==> config.mk <==
export PLATFORM = sky130hd
export DESIGN_NAME = disp_cmd_decoder
export DESIGN_NICKNAME = d
export VERILOG_FILES = /design/src/rtl/disp_cmd_decoder_pkg.sv /design/src/rtl/disp_cmd_decoder_reader.sv /design/src/rtl/disp_cmd_decoder.sv
export SDC_FILE = /design/constraint.sdc
export NUM_CORES = 1
export LEC_CHECK = 0
export ABC_CLOCK_PERIOD_IN_PS = 5500
export CAP_MARGIN = 0
export CELL_PAD_IN_SITES_DETAIL_PLACEMENT = 1
export CELL_PAD_IN_SITES_GLOBAL_PLACEMENT = 2
export CORE_UTILIZATION = 38
export DETAILED_ROUTE_END_ITERATION = 12
export GPL_TIMING_DRIVEN = 0
export PLACE_DENSITY_LB_ADDON = 0.1
export SKIP_LAST_GASP = 1
export SYNTH_ARGS = -nofsm -noshare
export SYNTH_HDL_FRONTEND = slang
export SYNTH_SLANG_ARGS = --single-unit
export TNS_END_PERCENT = 5
==> constraint.sdc <==
create_clock -name clk -period 5.5 [get_ports clk]
set_input_delay 0.825 -clock clk [delete_from_list [all_inputs] [get_ports clk]]
set_output_delay 0.825 -clock clk [all_outputs]
set_load 0.05 [all_outputs]
==> src/rtl/disp_cmd_decoder_pkg.sv <==
// Shared opcode values, decoder FSM encodings and operand-count lookup
// for the icevga command path.
package icevga_cmd_pkg;

    localparam logic [7:0] OP_NOP        = 8'h00;
    localparam logic [7:0] OP_SET_BG     = 8'h01;
    localparam logic [7:0] OP_SET_FG     = 8'h02;
    localparam logic [7:0] OP_SET_CURSOR = 8'h03;
    localparam logic [7:0] OP_PUT_CHAR   = 8'h04;
    localparam logic [7:0] OP_NEWLINE    = 8'h0A;

    typedef enum logic [1:0] {
        S_OPCODE = 2'd0,
        S_OPND1  = 2'd1,
        S_OPND2  = 2'd2,
        S_EXEC   = 2'd3
    } state_t;

    // Unknown opcodes take no operands so a bad byte costs only itself.
    function automatic logic [1:0] opnd_count(input logic [7:0] op);
        case (op)
            OP_SET_BG, OP_SET_FG, OP_SET_CURSOR: return 2'd2;
            OP_PUT_CHAR:                         return 2'd1;
            default:                             return 2'd0;
        endcase
    endfunction

endpackage

==> src/rtl/disp_cmd_decoder_reader.sv <==
// cmdreg byte reader: one rd pulse per accepted byte, followed by a hold
// cycle while cmdreg updates has_data.
module cmd_byte_reader (
    input  logic       clk,
    input  logic       nrst,
    input  logic       cmd_avail,
    input  logic [7:0] cmd_data,
    input  logic       byte_ready,
    output logic       cmd_rd,
    output logic       byte_valid,
    output logic [7:0] byte_data
);

    // cmd_rd is high exactly during the hold cycle, so it doubles as the
    // hold flag and guarantees at most one byte every two clocks.
    assign byte_valid = cmd_avail && !cmd_rd && byte_ready;
    assign byte_data  = cmd_data;

    always_ff @(posedge clk or negedge nrst) begin
        if (!nrst) begin
            cmd_rd <= 1'b0;
        end else begin
            cmd_rd <= byte_valid;
        end
    end

endmodule

==> src/rtl/disp_cmd_decoder.sv <==
// Display command decoder: parses opcode/operand bytes from cmdreg and
// drives colour, cursor and character-RAM write outputs.
module disp_cmd_decoder
    import icevga_cmd_pkg::*;
#(
    parameter int TEXT_COLS = 100,
    parameter int TEXT_ROWS = 37,
    parameter int ADDR_W    = 12
) (
    input  logic              clk,
    input  logic              nrst,
    input  logic              cmd_avail,
    input  logic [7:0]        cmd_data,
    output logic              cmd_rd,
    output logic [11:0]       bg_color,
    output logic [11:0]       fg_color,
    output logic [6:0]        cursor_col,
    output logic [5:0]        cursor_row,
    output logic              char_wr,
    output logic [ADDR_W-1:0] char_addr,
    output logic [7:0]        char_data,
    output logic [7:0]        err_count
);

    localparam logic [6:0] LAST_COL = 7'(TEXT_COLS - 1);
    localparam logic [5:0] LAST_ROW = 6'(TEXT_ROWS - 1);
    localparam logic [7:0] COLS_B   = 8'(TEXT_COLS);
    localparam logic [7:0] ROWS_B   = 8'(TEXT_ROWS);

    function automatic logic [7:0] sat_inc(input logic [7:0] v);
        return (v == 8'hFF) ? v : v + 8'd1;
    endfunction

    state_t     state, state_nxt;
    logic       byte_ready, byte_valid;
    logic [7:0] byte_data;
    logic       ld_opcode, ld_op1, ld_op2, exec;
    logic [7:0] opcode, op1, op2;

    logic [5:0]        row_inc, put_row;
    logic [6:0]        put_col;
    logic [ADDR_W-1:0] cur_addr;
    logic              cursor_ok;

    cmd_byte_reader u_reader (
        .clk        (clk),
        .nrst       (nrst),
        .cmd_avail  (cmd_avail),
        .cmd_data   (cmd_data),
        .byte_ready (byte_ready),
        .cmd_rd     (cmd_rd),
        .byte_valid (byte_valid),
        .byte_data  (byte_data)
    );

    always_ff @(posedge clk or negedge nrst) begin
        if (!nrst) begin
            state <= S_OPCODE;
        end else begin
            state <= state_nxt;
        end
    end

    always_comb begin
        state_nxt = state;
        case (state)
            S_OPCODE: if (byte_valid)
                state_nxt = (opnd_count(byte_data) == 2'd0) ? S_EXEC : S_OPND1;
            S_OPND1:  if (byte_valid)
                state_nxt = (opnd_count(opcode) == 2'd2) ? S_OPND2 : S_EXEC;
            S_OPND2:  if (byte_valid)
                state_nxt = S_EXEC;
            S_EXEC:   state_nxt = S_OPCODE;
            default:  state_nxt = S_OPCODE;
        endcase
    end

    always_comb begin
        byte_ready = (state != S_EXEC);
        ld_opcode  = byte_valid && (state == S_OPCODE);
        ld_op1     = byte_valid && (state == S_OPND1);
        ld_op2     = byte_valid && (state == S_OPND2);
        exec       = (state == S_EXEC);
    end

    // Command bytes are only consumed after the FSM has loaded them, so
    // they need no reset.
    always_ff @(posedge clk) begin
        if (ld_opcode) opcode <= byte_data;
        if (ld_op1)    op1    <= byte_data;
        if (ld_op2)    op2    <= byte_data;
    end

    // Cursor advance with end-of-line and end-of-screen wrap.
    always_comb begin
        row_inc   = (cursor_row == LAST_ROW) ? 6'd0 : cursor_row + 6'd1;
        put_col   = cursor_col + 7'd1;
        put_row   = cursor_row;
        if (cursor_col == LAST_COL) begin
            put_col = 7'd0;
            put_row = row_inc;
        end
        cur_addr  = ADDR_W'(cursor_row) * ADDR_W'(TEXT_COLS) + ADDR_W'(cursor_col);
        cursor_ok = (op1 < COLS_B) && (op2 < ROWS_B);
    end

    // Execute edge
    always_ff @(posedge clk or negedge nrst) begin
        if (!nrst) begin
            bg_color   <= 12'h000;
            fg_color   <= 12'hFFF;
            cursor_col <= 7'd0;
            cursor_row <= 6'd0;
            char_wr    <= 1'b0;
            char_addr  <= '0;
            char_data  <= 8'h00;
            err_count  <= 8'h00;
        end else begin
            char_wr <= 1'b0;
            if (exec) begin
                case (opcode)
                    OP_NOP: begin
                    end
                    OP_SET_BG: bg_color <= {op1, op2[3:0]};
                    OP_SET_FG: fg_color <= {op1, op2[3:0]};
                    OP_SET_CURSOR: begin
                        if (cursor_ok) begin
                            cursor_col <= op1[6:0];
                            cursor_row <= op2[5:0];
                        end else begin
                            err_count <= sat_inc(err_count);
                        end
                    end
                    OP_PUT_CHAR: begin
                        char_wr    <= 1'b1;
                        char_data  <= op1;
                        char_addr  <= cur_addr;
                        cursor_col <= put_col;
                        cursor_row <= put_row;
                    end
                    OP_NEWLINE: begin
                        cursor_col <= 7'd0;
                        cursor_row <= row_inc;
                    end
                    default: err_count <= sat_inc(err_count);
                endcase
            end
        end
    end

endmodule
==> results of run 1 <==
-- per-stage QoR --
stage	hold WS (ps)	worst slack (ps)
global placement	457.6	1104
finish	261.3	2468
floorplan	478.7	2393
global route	249.7	2218
detailed placement	468.6	2459
CTS	249.0	2423
-- where the power goes --
part,switching (W),internal [W]
clock,0.000295,0.000346
combinational,0.000506,0.000293
sequential,0.000120,0.000822
total,0.000920,0.00146
-- kinds of logic (layout without fill, tap and decap cells) --
| kind of cell | after synthesis | in the layout |
|---|---|---|
| AOI/OAI and AO/OA | 66 | 66 |
| and+or+nand+nor | 129 | 129 |
| xor gates and xnor gates | 19 | 19 |
| muxes | 29 | 29 |
| buffers and inverters | 29 | 123 |
| adders and majority gates | 36 | 36 |
| DFF | 93 | 93 |
-- cell type report --
type | count | area (sq um)
buffer | 14 | 63.81
clock buffer | 10 | 250.2
clock inverter | 6 | 56.30
fill | 1294 | 6026
inverter | 15 | 56.30
multi-input combinational | 279 | 2117
sequential | 93 | 2462
tap | 147 | 183.9
timing repair buffer | 78 | 795.8
-- cell usage in the layout (no fill, tap or decap), types with 5 or more instances in the layout --
cell,synthesis,layout
clkdlybuf4s50_1,0,76
dfrtp_1,57,57
nand2_1,50,50
ha_1,34,34
mux2_2,24,24
edfxtp_1,24,24
inv_1,15,15
o21ai_0,15,15
nor2_1,13,13
nand3_1,12,12
xor2_1,12,12
dfstp_2,12,12
clkbuf_16,0,10
a21oi_1,8,8
o2bb2ai_1,8,8
xnor2_1,7,7
nor3_1,7,7
clkbuf_1,6,6
nand4_1,6,6
buf_1,5,5
and2_1,5,5
nor4_1,5,5
and3_1,5,5
-- routing by layer --
layer | share of wire | wire length [um] | track usage | up-vias
li1 | - | - | - | 1636
met1 | 0.45 | 5337 | 0.2531 | 1726
met2 | 0.51 | 5935 | 0.3321 | 60
met3 | 0.027 | 314 | 0.02946 | 14
met4 | 0.014 | 160 | 0.07018 | 0
met5 | 0 | 0 | 0 | -
-- flip-flops by register name, indices dropped and copies added, names as in the netlist --
| register | count |
|---|---|
| op1 | 8 |
| state | 2 |
| cursor_row | 6 |
| bg_color | 12 |
| fg_color | 12 |
| cursor_col | 7 |
| char_addr | 12 |
| u_reader.cmd_rd | 1 |
| char_wr | 1 |
| opcode | 8 |
| op2 | 8 |
| char_data | 8 |
| err_count | 8 |
-- final timing paths --
path / start / end / slack, ps / depth (start not counted)
worst max-delay path: cursor_row[0]$_DFFE_PN0P_ / char_addr[11]$_DFFE_PN0P_ / 2470 / 10
worst min-delay path: nrst / char_addr[11]$_DFFE_PN0P_ / 260 / 1
worst max register to register: cursor_row[0]$_DFFE_PN0P_ / char_addr[11]$_DFFE_PN0P_ / 2470 / 10
worst min register to register: char_addr[2]$_DFFE_PN0P_ / char_addr[2]$_DFFE_PN0P_ / 480 / 2
max in group asynchronous: nrst / fg_color[0]$_DFFE_PN1P_ / 4670 / 2
min in group clk: char_addr[2]$_DFFE_PN0P_ / char_addr[2]$_DFFE_PN0P_ / 480 / 2
==> out/metrics.yaml, run 1 <==
status: "completed"
synth.most_common_cell: "dfrtp_1"
cts_setup_buffers: 0
antenna_cells: 0
area_growth_pct: 27.37
antenna_found_initial: 0
pin_count: 78
p_leak_nw: 2.617
die-width_um: 113.2
netlist_top_cells_area: "dfrtp_1 (30%), edfxtp_1 (15%), ha_1 (9.1%), dfstp_2 (6.7%), mux2_2 (5.8%)"
synth_edf_count: 24
grt_max_degree: 69
core_sq_mm: 0.01201
clkLatencyLatePin_ps: 350
maxSlewViolCount: 0
track_usage: 0.1952
fmax_ghz: 0.3298
synth_cell_types: 61
finalCritPeriodShare: 0.5512
relSlewSlack: 0.5839
cts.sinks: 93
drt_iter0_drc: 113
muxShareOfSynthArea: 0.07082
fin_util: 0.4983
skew_ps: 5.346
cts.repair.resized: 0
place_congestion: 0.7696
syn_avg_cell_area_sq_um: 11.72
ys_warn_count: 0
yosysTopAreaCell: "dfrtp_1"
synthFlopType: "dfrtp_1"
p_per_area_mw_per_mm2: 397.7
post_dp_cell_area_sq_mm: 0.005679
wl_um: 11750
wl_per_cell_um: 18.30
crit_fanout: 9
drive_above_1_share: 0.1475
drc: 0
cts_tree: "yes"
cts.path.max_buffers: 2
tightest_slew_ps: 624.2
yosys.area_share.simple: 0.1438
finalNetCount: 537
setup_viol: 0
place_inst: 626
cp_num_buf_inv: 1
dp_hpwl_um: 8592
start_util: 0.3912
cts_buffers: 9
seq_area_frac_synth: 0.5240
yosysTopAreaCellShare: 0.3035
rsz0062_at_grt: "no"
grt_pass1_wl_um: 19140
ctsHtreeMaxLevel: 3
totalPowerFinal_w: 0.002380
syn_area_sq_mm: 0.004700
final.setup.tns_ps: 0
dr.pass1.iters: 4
portBuffers: 77
via_count: 3436
cpMostUsedCell: "ha_1"
worstPathRequired_ps: 5770
cp_slowest_cell: "dfrtp_1"
via_per_inst: 5.352
path_class: "reg -> reg"
ys_top_cells_by_count: "dfrtp_1 (57), nand2_1 (50), ha_1 (34)"
path_cells: "ha_1, ha_1, ha_1, inv_1, fa_1, xor2_1, nor2_1, and3_1, a311o_1, a31oi_1"
cp-start-kind: "flop"
arrival_ps: 3300
critPathTopFamily: "adder cells"
grt_pass1_vias: 3597
grt_overflow_total: 0
post-route-min-period_ps: 3032
die_area_sq_mm: 0.01282
stdcell_count: 642
root_buffer: "clkbuf_16"
yosys_register_bits: 93
ant_nets: 0
critical_path.endpoint_type: "flop"
cpPeakStageDelay_ps: 520
row_count: 40
synthArstFlopShare: 0.7419
peakVddDrop_v: 0.0002712
cts_hold_buf: 0
synthCells: 401
fin_area_sq_mm: 0.005986
chipHeight_um: 113.2
hold_path_class: "in -> async"
synth_fa_ha_area_frac: 0.09904
hold_viol_final: 0
path_clk_slew_ps: 70
synth_top_family_by_area: "simple AND/OR/NAND/NOR gates"
synthXorXnorAreaFrac: 0.03541
maxCapViolations: 0
synth_compound_area_frac: 0.1014
synthesis.nets: 448
(Power assumes the default switching activity.)
==> inputs of run 2 (changes only) <==
Settings changed: ABC_CLOCK_PERIOD_IN_PS 5500 to 2800, CORE_UTILIZATION 38 to 35.
Clock period 5.5 ns to 2.8 ns, I/O delays scaled along.
==> run 2 against run 1 <==
- clock-buffer cell count rose by 1
- total power grew 100%
- via count grew 2.0%
- routed wire length rose by 1.8%
- sequential cell count unchanged
- global-route usage fell by 1.5 points
- non-clock buffer count is 20 higher
- register-to-register slack got worse by 2400 ps
==> out/metrics.yaml, run 2 (synthesized netlist as in run 1, its figures left out) <==
p_per_area_mw_per_mm2: 750.7  # +89%
antenna_found_initial: 0  # unchanged
arrival_ps: 3010  # -290 ps
gr-usage-met2: 0.2923  # -0.03983
worstReg2RegEnd: "char_addr[11]$_DFFE_PN0P_"
r2r-start: "cursor_row[2]$_DFFE_PN0P_"
grt_max_degree: 68  # -1.4%
p_leak_nw: 2.681  # +2.4%
grt_overflow_total: 0  # unchanged
cp_num_buf_inv: 1  # unchanged
die_area_sq_mm: 0.01389  # +8.4%
timing.hold.ws_ps: 424.9  # +163.7 ps
post-route-min-period_ps: 2750  # -281.4 ps
reg2reg_depth: 10  # unchanged
chipHeight_um: 117.9  # +4.1%
root_buffer: "clkbuf_16"
grt_pass1_wl_um: 19530  # +2.0%
worstPathRequired_ps: 3060  # -2710 ps
largestRegisters: "bg_color (12), char_addr (12), fg_color (12)"
hold_viol_final: 0  # unchanged
cts.path.max_buffers: 2  # unchanged
status: "completed"
dr.pass1.iters: 4  # unchanged
area_growth_pct: 35.12
path_class: "reg -> reg"
drt_iter0_drc: 155  # +37%
cpMostUsedCell: "ha_4"
grt_busiest_layer: "met2"
grt_util_met3: 0.02762  # -0.001843
crit_fanout: 6  # -3
finalNetCount: 557  # +3.7%
fin_ws_ps: 49.63  # -2419 ps
path_cells: "ha_4, ha_4, ha_4, inv_1, fa_2, nand2b_4, a21oi_4, xor2_2, a311o_1, a31oi_1"
critPathTopFamily: "adder cells"
cts_buffers: 9  # unchanged
portBuffers: 77  # unchanged
setup_viol: 0  # unchanged
hold_path_class: "in -> async"
dpl_worst_slack_ps: -165.2  # -2624 ps
final.setup.tns_ps: 0  # unchanged
use_met1: 0.2400  # -0.01317
final_common_cell: "clkdlybuf4s50_1"
cp_slowest_cell: "dfrtp_4"
maxSlewViolCount: 0  # unchanged
cp-start-kind: "flop"
wl_per_cell_um: 17.41  # -4.9%
place_congestion: 0.7651  # -0.58%
drc: 0  # unchanged
drive_above_1_share: 0.2291  # +0.08165
cpPeakStageDelay_ps: 540  # +20 ps
wl_um: 11960  # +1.8%
clkLatencyLatePin_ps: 340  # about the same
track_usage: 0.1800  # -0.01527
cts.sinks: 93  # unchanged
finalCritPeriodShare: 0.9823  # +0.4310
mostFrequentLayoutCells: "clkdlybuf4s50_1 (76), dfrtp_1 (51), nand2_1 (50), mux2_2 (24), edfxtp_1 (24)"
grt_pass1_vias: 3680  # +2.3%
antenna_cells: 0  # unchanged
ant_nets: 0  # unchanged
ctsHtreeMaxLevel: 3  # unchanged
via_count: 3505  # +2.0%
start_util: 0.3650  # -0.02627
core_sq_mm: 0.01288  # +7.2%
place_inst: 651  # +4.0%
reg2reg_slack_ps: 50  # -2420 ps
skew_ps: 11.10  # +5.755 ps
tightest_slew_ps: 599.2  # -24.93 ps
relSlewSlack: 0.6005  # +0.01662
die-width_um: 117.9  # +4.1%
cts_tree: "yes"
via_per_inst: 5.102  # -4.7%
peakVddDrop_v: 0.0005241  # +93%
dp_hpwl_um: 8517  # -0.87%
stdcell_count: 687  # +7.0%
fmax_ghz: 0.3636  # +10%
pin_count: 78  # unchanged
critical_path.endpoint_type: "flop"
row_count: 41  # +2.5%
maxCapViolations: 0  # unchanged
path_clk_slew_ps: 60  # about the same
-- run 2: cell count changes in the layout (fill, tap and decap cells not counted), sizes merged --
cell         before  now
clkbuf           16   17
dlygate4sd3       0    1
inv              20   16
clkinv            0    3
buf              10   29
-- run 2: through the flow --
step,utilization,cell area (sq um),total power (W)
CTS,0.4794,6172,0.004737
floorplan,-,4732,0.002900
detailed placement,0.4460,5743,0.003466
global placement,0.4441,5718,0.003427
global route,0.4931,6350,0.005049
finish,0.4931,6350,0.004767
-- run 2: how the worst max path moves through the flow --
stage / start / end / slack, ps / cells after the start
5_1_grt: cursor_row[2]$_DFFE_PN0P_ / char_addr[11]$_DFFE_PN0P_ / -40 / 10
3_3_place_gp: nrst / cursor_row[2]$_DFFE_PN0P_ / -1680 / 1
3_5_place_dp: cursor_row[2]$_DFFE_PN0P_ / char_addr[11]$_DFFE_PN0P_ / -170 / 9
2_1_floorplan: cursor_row[2]$_DFFE_PN0P_ / char_addr[11]$_DFFE_PN0P_ / 5 / 9
4_1_cts: cursor_row[4]$_DFFE_PN0P_ / char_addr[11]$_DFFE_PN0P_ / 10 / 10
6_report: cursor_row[2]$_DFFE_PN0P_ / char_addr[11]$_DFFE_PN0P_ / 50 / 10
-- run 2: routing by layer --
layer	routed length, um	vias to the layer above
li1	-	1671
met1	5586	1745
met2	5748	70
met3	383	19
met4	239	0
met5	0	-
-- run 2: report_power, final --
part	internal, W	switching (W)	total, W
sequential	0.00162	0.000222	0.00184
clock	0.000628	0.000511	0.00114
combinational	0.000713	0.00107	0.00179
total	0.00296	0.00181	0.00477
-- run 2: what timing repair did --
item	4_1_cts	5_1_grt
resized for setup	11	10
pin swaps	7	6
setup endpoints to repair	2	2
buffers inserted	10	9
hold buffers	1	0
endpoints found under the hold margin	2	0
-- run 2: cell type report --
type / instances / area [sq um]
multi-input combinational: 279 / 2313
sequential: 93 / 2472
tap: 172 / 215.2
inverter: 15 / 58.81
clock buffer: 11 / 242.7
clock inverter: 5 / 35.03
timing repair buffer: 98 / 948.4
buffer: 14 / 63.81
fill: 1375 / 6526
==> inputs of run 3 (changes only) <==
Settings changed: SLEW_MARGIN set to 15.
==> run 3 against run 2 <==
- critical path type unchanged
- largest cell class unchanged
- core utilization about the same
- clock skew down 3.8 ps
- fmax down 1.1%
==> out/metrics.yaml, run 3 (synthesized netlist as in run 1, its figures left out) <==
mostFrequentLayoutCells: "clkdlybuf4s50_1 (76), dfrtp_1 (51), nand2_1 (50), mux2_2 (24), edfxtp_1 (24)"
cp_num_buf_inv: 2  # +1
cts.path.max_buffers: 2  # unchanged
cts_tree: "yes"
cpMostUsedCell: "ha_4"
maxSlewViolCount: 0  # unchanged
start_util: 0.3650  # unchanged
grt_max_degree: 38  # -44%
dpl_worst_slack_ps: -141.9  # +23.33 ps
cpPeakStageDelay_ps: 470  # -70 ps
fin_area_sq_mm: 0.006347  # about the same
finalNetCount: 556  # -0.18%
worstPathRequired_ps: 3070  # about the same
place_congestion: 0.7651  # unchanged
tightest_slew_ps: 608.1  # +8.847 ps
final_common_cell: "clkdlybuf4s50_1"
dr.pass1.iters: 4  # unchanged
path_clk_slew_ps: 60  # about the same
fmax_ghz: 0.3595  # -1.1%
drc: 0  # unchanged
wl_um: 11910  # -0.42%
crit_start: "cursor_row[1]$_DFFE_PN0P_"
largestRegisters: "bg_color (12), char_addr (12), fg_color (12)"
cts.sinks: 93  # unchanged
ctsHtreeMaxLevel: 3  # unchanged
final.setup.tns_ps: 0  # unchanged
clkLatencyLatePin_ps: 350  # about the same
core_sq_mm: 0.01288  # unchanged
arrival_ps: 3050  # +40 ps
p_clk_frac: 0.239  # about the same
root_buffer: "clkbuf_16"
portBuffers: 77  # unchanged
crit_fanout: 4  # -2
post-route-min-period_ps: 2782  # +31.59 ps
pin_count: 78  # unchanged
p_comb_frac: 0.378  # +0.003
post_dp_cell_area_sq_mm: 0.005736  # -0.13%
antenna_found_initial: 0  # unchanged
cts_hold_buf: 0  # -1
row_count: 41  # unchanged
dp_hpwl_um: 8628  # +1.3%
drt_iter0_drc: 146  # -5.8%
setup_viol: 0  # unchanged
cp-start-kind: "flop"
status: "completed"
track_usage: 0.1805  # +0.0005636
swShare: 0.3796  # +0.0006401
drive_above_1_share: 0.2335  # +0.004337
die-width_um: 117.9  # unchanged
die_area_sq_mm: 0.01389  # unchanged
ant_nets: 0  # unchanged
critPathTopFamily: "adder cells"
fin_ws_ps: 18.04  # -31.59 ps
hold_path_class: "in -> async"
rsz0062_at_grt: "yes"
path_cells: "buf_12, ha_4, ha_4, ha_4, inv_2, fa_2, xor2_2, nor2_2, and3_4, a311o_1, a31oi_1"
p_per_area_mw_per_mm2: 756.4  # +0.76%
grt_pass1_vias: 3653  # -0.73%
critical_path.endpoint_type: "flop"
fillCellCount: 1378  # +0.22%
via_count: 3483  # -0.63%
cp_slowest_cell: "dfrtp_2"
grt_pass1_wl_um: 19510  # -0.11%
cts_buffers: 9  # unchanged
seqPwrFrac: 0.383  # -0.003
grt_overflow_total: 0  # unchanged
wl_per_cell_um: 17.36  # -0.27%
antenna_cells: 0  # unchanged
peakVddDrop_v: 0.0005195  # -0.88%
relSlewSlack: 0.5946  # -0.005898
skew_ps: 7.296  # -3.806 ps
hold_viol_final: 0  # unchanged
r2r-start: "cursor_row[1]$_DFFE_PN0P_"
area_growth_pct: 35.06  # about the same
path_class: "reg -> reg"
switchingPower_w: 0.001823  # +0.89%
finalCritPeriodShare: 0.9936  # +0.01128
p_leak_nw: 2.668  # -0.46%
maxCapViolations: 0  # unchanged
intPower_w: 0.002979  # +0.62%
chipHeight_um: 117.9  # unchanged
via_per_inst: 5.077  # -0.48%
run 3: cell type report:
class	count	area [sq um]	share of cell area
Tap cell	172	215.2	0.03390
Inverter	15	58.81	0.009265
Timing Repair Buffer	97	943.4	0.1486
Sequential cell	93	2472	0.3895
Clock inverter	5	35.03	0.005519
Clock buffer	11	242.7	0.03824
Multi-Input combinational cell	279	2316	0.3649
Buffer	14	63.81	0.01005
run 3: worst reg2reg max path, stage by stage (launching register included):
cell and delay (ps):
dfrtp_2 470, buf_12 150, ha_4 260, ha_4 200
ha_4 280, inv_2 40, fa_2 370, xor2_2 200
nor2_2 60, and3_4 150, a311o_1 340, a31oi_1 160
run 3: final timing paths:
check | to | slack [ps] | cells after the start
setup / recovery | char_addr[11]$_DFFE_PN0P_ | 20 | 11
hold / removal | char_addr[10]$_DFFE_PN0P_ | 20 | 1
setup reg to reg | char_addr[11]$_DFFE_PN0P_ | 20 | 11
hold reg to reg | char_data[4]$_DFFE_PN0P_ | 480 | 2
max in group asynchronous | fg_color[2]$_DFFE_PN1P_ | 2160 | 2
min in group clk | char_data[4]$_DFFE_PN0P_ | 480 | 2
run 3: power groups by stage:
stage	Sequential, W	Clock [W]	Combinational (W)
2_1_floorplan	0.00225	0	0.000651
3_3_place_gp	0.00187	0	0.00155
3_5_place_dp	0.00188	0	0.00158
4_1_cts	0.00184	0.00119	0.00172
5_1_grt	0.00187	0.00123	0.00197
6_report	0.00184	0.00115	0.00181
run 3: per-stage QoR:
stage	instances	utilization	hold WS (ps)	power, W
6_report	686	0.4930	24.23	0.004801
3_3_place_gp	650	0.4441	459.3	0.003427
2_1_floorplan	401	-	124.4	0.002900
3_5_place_dp	651	0.4454	411.3	0.003466
5_1_grt	686	0.4930	60.10	0.005072
4_1_cts	678	0.4807	39.75	0.004755
run 3: repair_timing:
action | CTS | global route
endpoints found under the setup margin | 2 | 3
pin swaps | 6 | 10
gates resized for setup | 10 | 13
setup buffers | 11 | 8
run 3: layer usage:
metal  global-route usage  routed length, um  up-vias
met5                    0                  0        -
met4              0.07292                202        0
met3              0.02810                351       15
met2               0.2941               5749       63
met1               0.2395               5604     1734
li1                     -                  -     1671
